===== src/rtl/gate_share_arbiter_pkg.sv =====
// Shared opcode and FSM encodings for the gate-sharing arbiter.
// Imported by the interface, the logic unit and the arbiter top.
package gate_share_arbiter_pkg;

  localparam int OP_W = 2;

  typedef enum logic [OP_W-1:0] {
    OP_NOT = 2'b00,
    OP_OR  = 2'b01,
    OP_AND = 2'b10,
    OP_XOR = 2'b11
  } op_e;

  typedef enum logic {
    ST_IDLE = 1'b0,
    ST_EXEC = 1'b1
  } state_e;

endpackage


===== src/rtl/gate_share_arbiter_if.sv =====
// Request/grant/result bundle between client blocks and the arbiter.
// Clients drive the master side; the arbiter takes the slave side.
interface gate_share_arbiter_if
  import gate_share_arbiter_pkg::*;
#(
  parameter int N_REQ = 4,
  parameter int W     = 1
);

  localparam int IDW = $clog2(N_REQ);

  logic [N_REQ-1:0]      req;
  logic [OP_W*N_REQ-1:0] op;
  logic [W*N_REQ-1:0]    a;
  logic [W*N_REQ-1:0]    b;
  logic [N_REQ-1:0]      gnt;
  logic                  busy;
  logic [W-1:0]          res;
  logic                  res_valid;
  logic [IDW-1:0]        res_id;

  modport master (
    output req, op, a, b,
    input  gnt, busy, res, res_valid, res_id
  );

  modport slave (
    input  req, op, a, b,
    output gnt, busy, res, res_valid, res_id
  );

endinterface


===== src/rtl/gate_share_arbiter_unit.sv =====
// Shared combinational bitwise logic unit (NOT/OR/AND/XOR).
// B is ignored for NOT.
module gate_share_unit
  import gate_share_arbiter_pkg::*;
#(
  parameter int W = 1
) (
  input  logic [OP_W-1:0] i_op,
  input  logic [W-1:0]    i_a,
  input  logic [W-1:0]    i_b,
  output logic [W-1:0]    o_y
);

  always_comb begin
    o_y = '0;
    unique case (op_e'(i_op))
      OP_NOT: o_y = ~i_a;
      OP_OR:  o_y = i_a | i_b;
      OP_AND: o_y = i_a & i_b;
      OP_XOR: o_y = i_a ^ i_b;
    endcase
  end

endmodule


===== src/rtl/gate_share_arbiter.sv =====
// Round-robin arbiter time-sharing one logic unit among N_REQ clients.
// Grant in IDLE latches operands; EXEC registers the tagged result.
module gate_share_arbiter
  import gate_share_arbiter_pkg::*;
#(
  parameter int N_REQ = 4,
  parameter int W     = 1
) (
  input  logic               clk,
  input  logic               rst,
  gate_share_arbiter_if.slave bus
);

  localparam int IDW = $clog2(N_REQ);

  state_e           r_state, w_state_nxt;
  logic [IDW-1:0]   r_ptr, w_ptr_nxt;
  logic [IDW-1:0]   r_win, w_win_nxt;
  logic [OP_W-1:0]  r_op, w_op_nxt;
  logic [W-1:0]     r_a, w_a_nxt;
  logic [W-1:0]     r_b, w_b_nxt;
  logic [N_REQ-1:0] r_gnt, w_gnt_nxt;
  logic [W-1:0]     r_res, w_res_nxt;
  logic             r_rv, w_rv_nxt;
  logic [IDW-1:0]   r_id, w_id_nxt;

  logic             w_hit;
  logic [IDW-1:0]   w_sel;
  logic [IDW-1:0]   w_cand;
  int               w_j;
  logic [OP_W-1:0]  w_sel_op;
  logic [W-1:0]     w_sel_a;
  logic [W-1:0]     w_sel_b;
  logic [W-1:0]     w_y;

  // First requester at or after ptr, wrapping modulo N_REQ
  always_comb begin
    w_hit  = 1'b0;
    w_sel  = '0;
    w_cand = '0;
    w_j    = 0;
    for (int k = 0; k < N_REQ; k++) begin
      w_j = int'(r_ptr) + k;
      if (w_j >= N_REQ) w_j = w_j - N_REQ;
      w_cand = IDW'(w_j);
      if (!w_hit && bus.req[w_cand]) begin
        w_hit = 1'b1;
        w_sel = w_cand;
      end
    end
  end

  always_comb begin
    w_sel_op = '0;
    w_sel_a  = '0;
    w_sel_b  = '0;
    for (int i = 0; i < N_REQ; i++) begin
      if (w_sel == IDW'(i)) begin
        w_sel_op = bus.op[OP_W*i +: OP_W];
        w_sel_a  = bus.a[W*i +: W];
        w_sel_b  = bus.b[W*i +: W];
      end
    end
  end

  gate_share_unit #(.W(W)) u_unit (
    .i_op (r_op),
    .i_a  (r_a),
    .i_b  (r_b),
    .o_y  (w_y)
  );

  always_comb begin
    w_state_nxt = r_state;
    w_ptr_nxt   = r_ptr;
    w_win_nxt   = r_win;
    w_op_nxt    = r_op;
    w_a_nxt     = r_a;
    w_b_nxt     = r_b;
    w_gnt_nxt   = '0;
    w_res_nxt   = r_res;
    w_rv_nxt    = 1'b0;
    w_id_nxt    = r_id;
    unique case (r_state)
      ST_IDLE: begin
        if (w_hit) begin
          w_state_nxt = ST_EXEC;
          w_win_nxt   = w_sel;
          w_op_nxt    = w_sel_op;
          w_a_nxt     = w_sel_a;
          w_b_nxt     = w_sel_b;
          w_gnt_nxt   = N_REQ'(1) << w_sel;
        end
      end
      ST_EXEC: begin
        w_state_nxt = ST_IDLE;
        w_res_nxt   = w_y;
        w_rv_nxt    = 1'b1;
        w_id_nxt    = r_win;
        w_ptr_nxt   = (r_win == IDW'(N_REQ-1)) ? '0 : r_win + 1'b1;
      end
      default: w_state_nxt = ST_IDLE;
    endcase
  end

  always_ff @(posedge clk) begin
    if (rst) begin
      r_state <= ST_IDLE;
      r_ptr   <= '0;
      r_win   <= '0;
      r_op    <= '0;
      r_a     <= '0;
      r_b     <= '0;
      r_gnt   <= '0;
      r_res   <= '0;
      r_rv    <= 1'b0;
      r_id    <= '0;
    end else begin
      r_state <= w_state_nxt;
      r_ptr   <= w_ptr_nxt;
      r_win   <= w_win_nxt;
      r_op    <= w_op_nxt;
      r_a     <= w_a_nxt;
      r_b     <= w_b_nxt;
      r_gnt   <= w_gnt_nxt;
      r_res   <= w_res_nxt;
      r_rv    <= w_rv_nxt;
      r_id    <= w_id_nxt;
    end
  end

  assign bus.gnt       = r_gnt;
  assign bus.busy      = (r_state == ST_EXEC);
  assign bus.res       = r_res;
  assign bus.res_valid = r_rv;
  assign bus.res_id    = r_id;

endmodule


===== src/flat_wrapper.sv =====
// flat-port wrapper written by rule: the top's interface ports become plain ports
module gate_share_arbiter_flat import gate_share_arbiter_pkg::*;
#(
  parameter int N_REQ = 4,
  parameter int W     = 1
)
  (clk, rst, bus_req, bus_op, bus_a, bus_b, bus_gnt, bus_busy, bus_res, bus_res_valid, bus_res_id);
  gate_share_arbiter_if #(.N_REQ(N_REQ), .W(W)) bus_i ();
  input  logic clk;
  input  logic rst;
  input wire logic [$bits(bus_i.req)-1:0] bus_req;
  input wire logic [$bits(bus_i.op)-1:0] bus_op;
  input wire logic [$bits(bus_i.a)-1:0] bus_a;
  input wire logic [$bits(bus_i.b)-1:0] bus_b;
  output wire logic [$bits(bus_i.gnt)-1:0] bus_gnt;
  output wire logic [$bits(bus_i.busy)-1:0] bus_busy;
  output wire logic [$bits(bus_i.res)-1:0] bus_res;
  output wire logic [$bits(bus_i.res_valid)-1:0] bus_res_valid;
  output wire logic [$bits(bus_i.res_id)-1:0] bus_res_id;
  assign bus_i.req = bus_req;
  assign bus_i.op = bus_op;
  assign bus_i.a = bus_a;
  assign bus_i.b = bus_b;
  assign bus_gnt = bus_i.gnt;
  assign bus_busy = bus_i.busy;
  assign bus_res = bus_i.res;
  assign bus_res_valid = bus_i.res_valid;
  assign bus_res_id = bus_i.res_id;
  gate_share_arbiter #(.N_REQ(N_REQ), .W(W)) u_core (.clk(clk), .rst(rst), .bus(bus_i));
endmodule

===== config.mk =====
export PLATFORM = sky130hd
export DESIGN_NAME = gate_share_arbiter_flat
export DESIGN_NICKNAME = d
export VERILOG_FILES = /design/src/rtl/gate_share_arbiter_pkg.sv /design/src/rtl/gate_share_arbiter_if.sv /design/src/rtl/gate_share_arbiter_unit.sv /design/src/rtl/gate_share_arbiter.sv /design/src/flat_wrapper.sv
export SDC_FILE = /design/constraint.sdc
export NUM_CORES = 1
export LEC_CHECK = 0
export ABC_AREA = 1
export BUFFER_PORTS_ARGS = -buffer_cell sky130_fd_sc_hd__clkbuf_2
export CAP_MARGIN = 10
export CORE_UTILIZATION = 46
export DETAILED_ROUTE_END_ITERATION = 6
export PLACE_DENSITY = 0.79
export SLEW_MARGIN = 20
export SYNTH_ARGS = -nofsm -noshare
export SYNTH_HDL_FRONTEND = slang
export SYNTH_SLANG_ARGS = --single-unit

===== constraint.sdc =====
create_clock -name clk -period 1.6 [get_ports clk]
set_input_delay 0.32 -clock clk [delete_from_list [all_inputs] [get_ports clk]]
set_output_delay 0.32 -clock clk [all_outputs]
set_load 0.005 [all_outputs]

==> flow_summary.yaml <==
sta:
  fin_skew_ns: 0.00121
  period_share_pct: 113
  period_needed_ns: 1.81
  max_slew.worst_pin.slew_ns: 0.378
  drv_slew: 0
  slew_headroom_pct: 74.7
  rsz0062_at_grt: "yes"
  final_hold_viol_count: 0
  fmaxAchievable_mhz: 552
  tns_ns: -1.21
  layout_setup_ws_ns: -0.211
  setup_violations: 10
worst_setup_path:
  critPathMaxStageDelay_ns: 0.39
  arrival_ns: 2.01
  start_kind: "flip-flop"
  crit_fanout: 8
  required_ns: 1.80
  worstSetupEndpointType: "flip-flop"
  regToRegSetupSlack_ns: -0.21
  path_cells: "buf_8, nand2_4, nand2_4, nand2_2, nand2_4, nand4_1, nand2_2, nor2_4, nor2_4, nor2_1, nand3_1, nand2_1, a21oi_2"
  critPathKind: "reg2reg"
  crit_top_cell: "nand2_4"
  slowest_stage: "dfxtp_4"
floorplanning:
  die_h_um: 50.5
  row_count: 17
  initial_utilization_pct: 48.9
  die_w_um: 50.5
  ios: 31
  die-area_mm2: 0.00255
  design.core.area_mm2: 0.00221
pwr:
  p_leak_nw: 0.910
  peakVddDrop_v: 0.00116
  finalPower_mw: 2.95
  power.density_mw_per_mm2: 1740
clocking:
  cts_buffers: 3
  cts_root_buffer: "clkbuf_4"
  cts_hold_buf: 0
  clock_latency_ns: 0.30
  cts_tree: "yes"
  clkSinkCount: 17
  path_clk_slew_ns: 0.10
  cts_buffer_depth: 2
  h-tree-depth: 1
outcome:
  outcome: "finished with violations"
  violations: "setup timing"
synth:
  ys_ff_latch: 17
  synth_compound_area_share_pct: 9.61
  avgSynthCellArea_um2: 6.21
  syn-num-nets: 199
  synth_area_mm2: 0.00108
  synth.distinct_cells: 19
  synth_top_family_by_area: "simple AND/OR/NAND/NOR gates"
  synth.area.mux_share_pct: 0
  yosys.area_share.simple_pct: 43.6
  ys_seq_area_share_pct: 31.5
  synthCells: 174
  yosys_warnings: 0
  synthAdderAreaFrac_pct: 3.47
  synth_xor_area_share_pct: 0
detailed_routing:
  drcViolationCount: 0
  wire_per_inst_um: 13.0
  vias: 1306
  first_iter_violations: 26
  viasPerCell: 5.18
  ant_nets: 0
  firstDrtPassIters: 4
  wl_um: 3260
placement:
  portBuffers: 30
  place.gp.congestion: 0.888
  dp_cells: 244
  dpl.hpwl_um: 1900
  dpl_cell_area_mm2: 0.00135
global_routing:
  grt_usage_pct: 21.4
  grt_pass1_vias: 1075
  grt_max_degree: 11
  grt-ovfl-total: 0
  antenna_found_initial: 0
  grt_pass1_wl_um: 4080
final_layout:
  regArea_um2: 345
  final_cell_area_mm2: 0.00170
  syn_to_final_growth_pct: 56.8
  final_util_pct: 76.6
  drive_above_1_share_pct: 52.2
  multi_input_area_um2: 862
  instances_no_fill: 252
  fillers: 180
  n_antenna_cell: 0
  nets: 250
run:
  maxCapViolations: 0
hold_path:
  hold_path_class: "in2reg"
-- critical path: cells and delay by family, from the launching register on --
kind                   cells  cell delay, ns
and+or+nand+nor           11            1.11
DFF                        1            0.39
buffers and inverters      1            0.15
AOI/OAI and AO/OA          1            0.05
-- cells in the mapped netlist (all sizes together) --
cell / number / area [um2]
o21ai: 7 / 35.0
a22o: 1 / 8.76
or2: 1 / 6.26
nand3: 18 / 95.1
nand2: 69 / 272
a32o: 1 / 10.0
inv: 28 / 105
nor3: 4 / 20.0
nand4: 1 / 6.26
a21oi: 10 / 50.1
ha: 3 / 37.5
buf: 2 / 22.5
dfxtp: 17 / 340
nor2: 12 / 72.6
-- registers in the layout (all words and copies together) (netlist names) --
name                  flops
u_core.bus.res_id         2
u_core.bus.res_valid      1
u_core.r_ptr              2
u_core.bus.gnt            4
u_core.bus.res            1
u_core.r_win              2
u_core.bus.busy           1
u_core.r_op               2
u_core.r_b                1
u_core.r_a                1
-- final timing paths --
path,start,endpoint,cells past startpoint
worst max-delay path,u_core.r_ptr[0]$_SDFFE_PP0P_,u_core.r_b$_SDFFE_PP0P_,13
worst min-delay path,rst,u_core.r_a$_SDFFE_PP0P_,2
worst max register to register,u_core.r_ptr[0]$_SDFFE_PP0P_,u_core.r_b$_SDFFE_PP0P_,13
worst min register to register,u_core.bus.res_id[0]$_SDFFE_PP0P_,u_core.bus.res_id[0]$_SDFFE_PP0P_,2
-- power by group --
group	total (mW)	internal [mW]	switching (mW)
clock network	0.237	0.0933	0.144
logic	2.04	0.866	1.17
registers	0.677	0.569	0.108
total	2.95	1.53	1.43
-- metal layers --
metal	global-route usage [%]	vias up	wire length, um
li1	-	647	-
met1	23.2	608	1300
met2	39.8	40	1770
met3	3.64	11	102
met4	9.72	0	95
met5	0	-	0
-- area by class of cell --
cell class                 count  area share, %
clock buffer                   3           1.33
clock inverter                 1          0.295
inverter                      28           6.94
multi-input combinational    127           50.8
sequential                    17           20.4
tap                           28           2.07
timing repair buffer          48           18.2
-- what timing repair did --
action                     4_1_cts  5_1_grt
setup buffers                    2        2
pin swaps                        7       24
hold endpoints to repair         0        0
gates resized for setup         23       62
setup endpoints to repair       10       10
cloned                           0        0
-- cells in the final DEF, fill, tap and decap left out, types with 4 or more instances in the layout --
cell      netlist  routed
nand2_1        64      35
buf_6           2       4
clkbuf_2        0      30
inv_1          26      23
nand2_4         0      16
nor2_4          3       5
dfxtp_1        17      15
o21ai_0         7       4
nand3_2         1       8
a21oi_2         0       6
buf_4           0      13
nand3_1        17       9
nand2_2         5      18
a21oi_1        10       4
nor2_1          7       7
-- cell families (layout without fill, tap and decap cells) --
family / count (synthesis) / after routing
AO/OA/AOI/OAI: 19 / 19
adder cells (fa/ha/maj): 3 / 3
buffers and inverters: 30 / 80
flip-flops: 17 / 17
AND/OR/NAND/NOR: 105 / 105
-- metrics by stage --
stage / hold WS, ns / setup slack (ns)
after floorplan: 0.389 / 0.0176
after global routing: 0.270 / -0.329
after CTS: 0.259 / -0.129
final: 0.271 / -0.211
after global placement: 0.445 / -0.145
after detailed placement: 0.446 / -0.199
No activity file was read; power rests on OpenSTA's default activity.
